===== src/rtl/hs_pkg.sv =====
// rtl/hs_pkg.sv - shared defaults, FSM state type and level-width helper for hs_sink
package hs_pkg;

  localparam int HS_DATA_W = 3;

  typedef enum logic {
    IDLE = 1'b0,
    ACK  = 1'b1
  } hs_state_e;

  // Occupancy must represent 0..DEPTH inclusive, hence one bit over the address width.
  function automatic int lvl_w(input int depth);
    return $clog2(depth) + 1;
  endfunction

endpackage


===== src/rtl/hs_sink_fifo.sv =====
// rtl/hs_sink_fifo.sv - show-ahead synchronous FIFO with registered occupancy
module hs_sink_fifo
  import hs_pkg::*;
#(
  parameter int DATA_W = HS_DATA_W,
  parameter int DEPTH  = 4
) (
  input  logic                      clk,
  input  logic                      rst,
  input  logic                      push,
  input  logic                      pop,
  input  logic [DATA_W-1:0]         din,
  output logic [DATA_W-1:0]         dout,
  output logic [lvl_w(DEPTH)-1:0]   level,
  output logic                      full,
  output logic                      empty
);

  localparam int AW = $clog2(DEPTH);
  localparam int LW = lvl_w(DEPTH);

  logic [DATA_W-1:0] mem_q [DEPTH];
  logic [AW-1:0]     wr_ptr_q, wr_ptr_d;
  logic [AW-1:0]     rd_ptr_q, rd_ptr_d;
  logic [LW-1:0]     level_q, level_d;
  logic              push_en, pop_en;

  assign full    = (level_q == LW'(DEPTH));
  assign empty   = (level_q == '0);
  assign push_en = push && !full;
  assign pop_en  = pop && !empty;
  assign level   = level_q;
  // Head is forced to zero when empty so the reset value is defined without clearing memory.
  assign dout    = empty ? '0 : mem_q[rd_ptr_q];

  always_comb begin
    wr_ptr_d = wr_ptr_q;
    rd_ptr_d = rd_ptr_q;
    level_d  = level_q;
    if (push_en) wr_ptr_d = wr_ptr_q + AW'(1);
    if (pop_en)  rd_ptr_d = rd_ptr_q + AW'(1);
    case ({push_en, pop_en})
      2'b10:   level_d = level_q + LW'(1);
      2'b01:   level_d = level_q - LW'(1);
      default: level_d = level_q;
    endcase
  end

  always_ff @(posedge clk) begin
    if (rst) begin
      wr_ptr_q <= '0;
      rd_ptr_q <= '0;
      level_q  <= '0;
    end else begin
      wr_ptr_q <= wr_ptr_d;
      rd_ptr_q <= rd_ptr_d;
      level_q  <= level_d;
    end
  end

  always_ff @(posedge clk) begin
    if (!rst && push_en) mem_q[wr_ptr_q] <= din;
  end

endmodule


===== src/rtl/hs_sink.sv =====
// rtl/hs_sink.sv - 4-phase handshake receiver feeding a valid/ready FIFO; HS_SINK_SYNC2_EN selects a two-flop request synchronizer
module hs_sink
  import hs_pkg::*;
#(
  parameter int DATA_W = HS_DATA_W,
  parameter int DEPTH  = 4
) (
  input  logic                      clk,
  input  logic                      rst,
  input  logic                      hs_req,
  input  logic [DATA_W-1:0]         hs_data,
  output logic                      hs_ack,
  output logic                      out_valid,
  input  logic                      out_ready,
  output logic [DATA_W-1:0]         out_data,
  output logic [lvl_w(DEPTH)-1:0]   level
);

  hs_state_e state_q, state_d;
  logic      req_s_q;
  logic      push, pop;
  logic      full, empty;

`ifdef HS_SINK_SYNC2_EN
  logic req_meta_q;

  always_ff @(posedge clk) begin
    if (rst) begin
      req_meta_q <= 1'b0;
      req_s_q    <= 1'b0;
    end else begin
      req_meta_q <= hs_req;
      req_s_q    <= req_meta_q;
    end
  end
`else
  always_ff @(posedge clk) begin
    if (rst) req_s_q <= 1'b0;
    else     req_s_q <= hs_req;
  end
`endif

  // Full is judged on registered occupancy, so a pop frees room only from the next cycle.
  always_comb begin
    state_d = state_q;
    push    = 1'b0;
    case (state_q)
      IDLE: begin
        if (req_s_q && !full) begin
          state_d = ACK;
          push    = 1'b1;
        end
      end
      ACK: begin
        if (!req_s_q) state_d = IDLE;
      end
      default: state_d = IDLE;
    endcase
  end

  always_ff @(posedge clk) begin
    if (rst) state_q <= IDLE;
    else     state_q <= state_d;
  end

  assign hs_ack    = (state_q == ACK);
  assign out_valid = !empty;
  assign pop       = out_valid && out_ready;

  hs_sink_fifo #(
    .DATA_W (DATA_W),
    .DEPTH  (DEPTH)
  ) u_fifo (
    .clk   (clk),
    .rst   (rst),
    .push  (push),
    .pop   (pop),
    .din   (hs_data),
    .dout  (out_data),
    .level (level),
    .full  (full),
    .empty (empty)
  );

endmodule


===== config.mk =====
export PLATFORM = sky130hd
export DESIGN_NAME = hs_sink
export DESIGN_NICKNAME = d
export VERILOG_FILES = /design/src/rtl/hs_pkg.sv /design/src/rtl/hs_sink_fifo.sv /design/src/rtl/hs_sink.sv
export SDC_FILE = /design/constraint.sdc
export NUM_CORES = 1
export LEC_CHECK = 0
export ABC_AREA = 1
export CORE_MARGIN = 2
export CORE_UTILIZATION = 52
export DETAILED_ROUTE_END_ITERATION = 7
export PLACE_DENSITY = 0.77
export REMOVE_ABC_BUFFERS = 1
export SYNTH_ARGS = -nofsm -noshare
export SYNTH_HDL_FRONTEND = slang
export SYNTH_SLANG_ARGS = --single-unit

===== constraint.sdc =====
create_clock -name clk -period 2.25 [get_ports clk]
set_input_delay 0.3375 -clock clk [delete_from_list [all_inputs] [get_ports clk]]
set_output_delay 0.3375 -clock clk [all_outputs]
set_load 0.02 [all_outputs]

==> impl_metrics.tcl, run 1 <==
set metrics [dict create \
    fin_util_pct 64.8 \
    n_antenna_cell 0 \
    use_met3_pct 2.76 \
    root_buffer "clkbuf_4" \
    busiest_layer "met2" \
    fin_crit_ps 2110 \
    grt.total_usage_pct 16.9 \
    multi_input_area_um2 393 \
    peakVddDrop_mv 0.929 \
    synth_compound_area_share_pct 8.65 \
    avgSynthCellArea_um2 9.35 \
    worst-r2r-cell-count 13 \
    ys_types 18 \
    period_share_pct 93.9 \
    hold_buffers 0 \
    wl_per_cell_um 10.9 \
    hold-path-endpoint "hs_ack$_SDFF_PP0_" \
    gr-usage-met2_pct 28.2 \
    clk_latency_ps 310 \
    final_nets 145 \
    portBuffers 14 \
    synth_xor_area_share_pct 0 \
    floorplan.initialDensity_pct 54.4 \
    seqCellArea_um2 582 \
    vias_per_cell 4.82 \
    numCtsBuffers 3 \
    startpoint_type "flip-flop" \
    synthSimpleGateAreaFrac_pct 20.7 \
    cts_resized 0 \
    power_density_mw_per_mm2 1020 \
    core-area_mm2 0.00194 \
    status "completed" \
    setup_viol_count_final 0 \
    hold_depth 2 \
    cts_sinks 23 \
    row_count 16 \
    drt_iter0_drc 3 \
    tns_ps 0 \
    drt_first_pass_iters 4 \
    drive_gt1_share_pct 12.2 \
    grt_max_degree 14 \
    synth_top_area_share_pct 34.1 \
    dieArea_mm2 0.00241 \
    rsz0062_at_grt "false" \
    reg2reg_from "u_fifo.level[2]$_SDFFE_PP0P_" \
    vias 761 \
    arrival_ps 1770 \
    cts_tree "yes" \
    rrSetupSlack_ps 470 \
    die_h_um 49.1 \
    h-tree-depth 1 \
    synth-edff-count 12 \
    cts_max_path_buffers 2 \
    first_global_vias 734 \
    worstReg2RegEnd "u_fifo.level[2]$_SDFFE_PP0P_" \
    ant_nets 0 \
    grt_util_met1_pct 20.4 \
    hp-start "req_s_q$_SDFF_PP0_" \
    fp.dieW_um 49.1 \
    synth_flop_cell "edfxtp_1" \
    worstPathRequired_ps 1910 \
    path_max_fanout 5 \
    async_flop_share_pct 0 \
    antenna_found_initial 0 \
    synth_top_area_cell "edfxtp_1" \
    maxCapViolCount 0 \
    relSlewSlack_pct 81.2 \
    path_clk_slew_ps 120 \
    area_growth_pct 19.2 \
    syn_inst 113 \
    synth_seq_cells 23 \
    end_kind "primary output" \
    synthMuxAreaShare_pct 0 \
    place.gp.congestion 0.694 \
    yosys_warnings 0 \
    hp-class "reg -> reg" \
    crit_type "reg -> out" \
    ys_top_cells_by_area "edfxtp_1, dfxtp_1, nor2_1, inv_1, ha_1" \
    syn_area_mm2 0.00106 \
    drv_slew 0 \
    p_leak_nw 0.508 \
    yosysMostFrequentCell "nor2_1" \
    synth_adder_area_share_pct 7.82 \
    io_pins 15 \
    wl_um 1720 \
    worst_pin_slew_ps 281 \
    dpl.hpwl_um 1350 \
    seq_area_frac_synth_pct 55.0 \
    nFillCells 181 \
    synth_common_cells "nor2_1, inv_1, edfxtp_1" \
    postCtsSetupBuffers 0 \
    gr-total-overflow 0 \
    fin_skew_ps 4.25 \
    timing.fmax_mhz 474 \
    hold_viol 0 \
    synth_top_family_by_area "simple AND/OR/NAND/NOR gates" \
    grt_first_pass_wirelength_um 3050 \
    drc 0 \
]
where the power goes:
group	switching, mW	internal, mW
clock network	0.120	0.0664
registers	0.0609	0.491
logic	0.317	0.233
layout by cell type (no fill, tap or decap):
master,count
nand2_1,11
o21ai_0,3
a21oi_1,7
nor2_4,2
fa_1,1
nand3_1,6
nor2_1,21
a21oi_2,1
nand2_2,1
clkinv_2,1
o211ai_1,1
dfxtp_1,10
clkbuf_4,3
inv_1,19
nor2_2,1
edfxtp_1,12
nand2_4,3
ha_1,5
inv_2,3
clkdlybuf4s50_1,14
dfxtp_2,1
o21ai_1,5
worst max path at each step:
stage | from | cells after the start | slack, ps | to
6_report | u_fifo.level[2]$_SDFFE_PP0P_ | 5 | 140 | out_data[2]
5_1_grt | flip-flop | 5 | 40 | out_data[1]
4_1_cts | flip-flop | 5 | 70 | out_data[2]
3_5_place_dp | out_ready | 12 | 210 | u_fifo.level[2]$_SDFFE_PP0P_
3_3_place_gp | out_ready | 12 | 270 | u_fifo.level[2]$_SDFFE_PP0P_
2_1_floorplan | u_fifo.level[2]$_SDFFE_PP0P_ | 13 | 440 | u_fifo.level[2]$_SDFFE_PP0P_
metrics by stage:
stage               cell area (µm²)  total power, mW  std cells  setup WS [ps]  hold WS, ps
finish                         1260             1.29        158            138          483
global route                   1260             1.39        158           36.4          534
CTS                            1260             1.30        158           68.6          483
detailed placement             1230             1.11        154            215          477
global placement               1230             1.09        154            275          455
floorplan                      1060            0.905        113            439          404
registers in the layout, indices dropped and copies added (netlist names), named ones only:
signal,flops
u_fifo.rd_ptr_q,2
req_s_q,1
u_fifo.level,3
u_fifo.mem_q,12
hs_ack,1
u_fifo.wr_ptr_q,2
metal layers:
layer,routed length [µm],share of wire [%]
met1,760,44
met2,853,50
met3,58,3.4
met4,45,2.6
met5,0,0
cell type report:
| cell class | instances | area share [%] |
|---|---|---|
| flip-flops and latches | 23 | 46.2 |
| multi-input cells | 68 | 31.2 |
| repair buffers | 14 | 11.1 |
| inverters | 22 | 6.56 |
| well taps | 27 | 2.68 |
| clock buffers | 3 | 1.79 |
| clock inverters | 1 | 0.398 |
critical path, cell delays in order (launching register included):
cell and delay (ps):
dfxtp_1 440, inv_2 90, nand2_4 100, inv_1 80
a21oi_1 140, clkdlybuf4s50_1 620
logic make-up (layout without fill, tap and decap cells):
group / after synthesis / in the layout
and+or+nand+nor: 45 / 45
buffers and inverters: 22 / 40
AOI/OAI and AO/OA: 17 / 17
adders and majority gates: 6 / 6
DFF: 23 / 23
No activity file was read; power rests on OpenSTA's default activity.
==> run 2: changes to the inputs <==
--- a/config.mk
+++ b/config.mk
@@ -11,6 +11,7 @@
 export DETAILED_ROUTE_END_ITERATION = 7
 export PLACE_DENSITY = 0.77
 export REMOVE_ABC_BUFFERS = 1
+export SKIP_CTS_REPAIR_TIMING = 1
 export SYNTH_ARGS = -nofsm -noshare
 export SYNTH_HDL_FRONTEND = slang
 export SYNTH_SLANG_ARGS = --single-unit
==> results of run 2 <==
Final layout, timing and power as in run 1 (identical DEF).
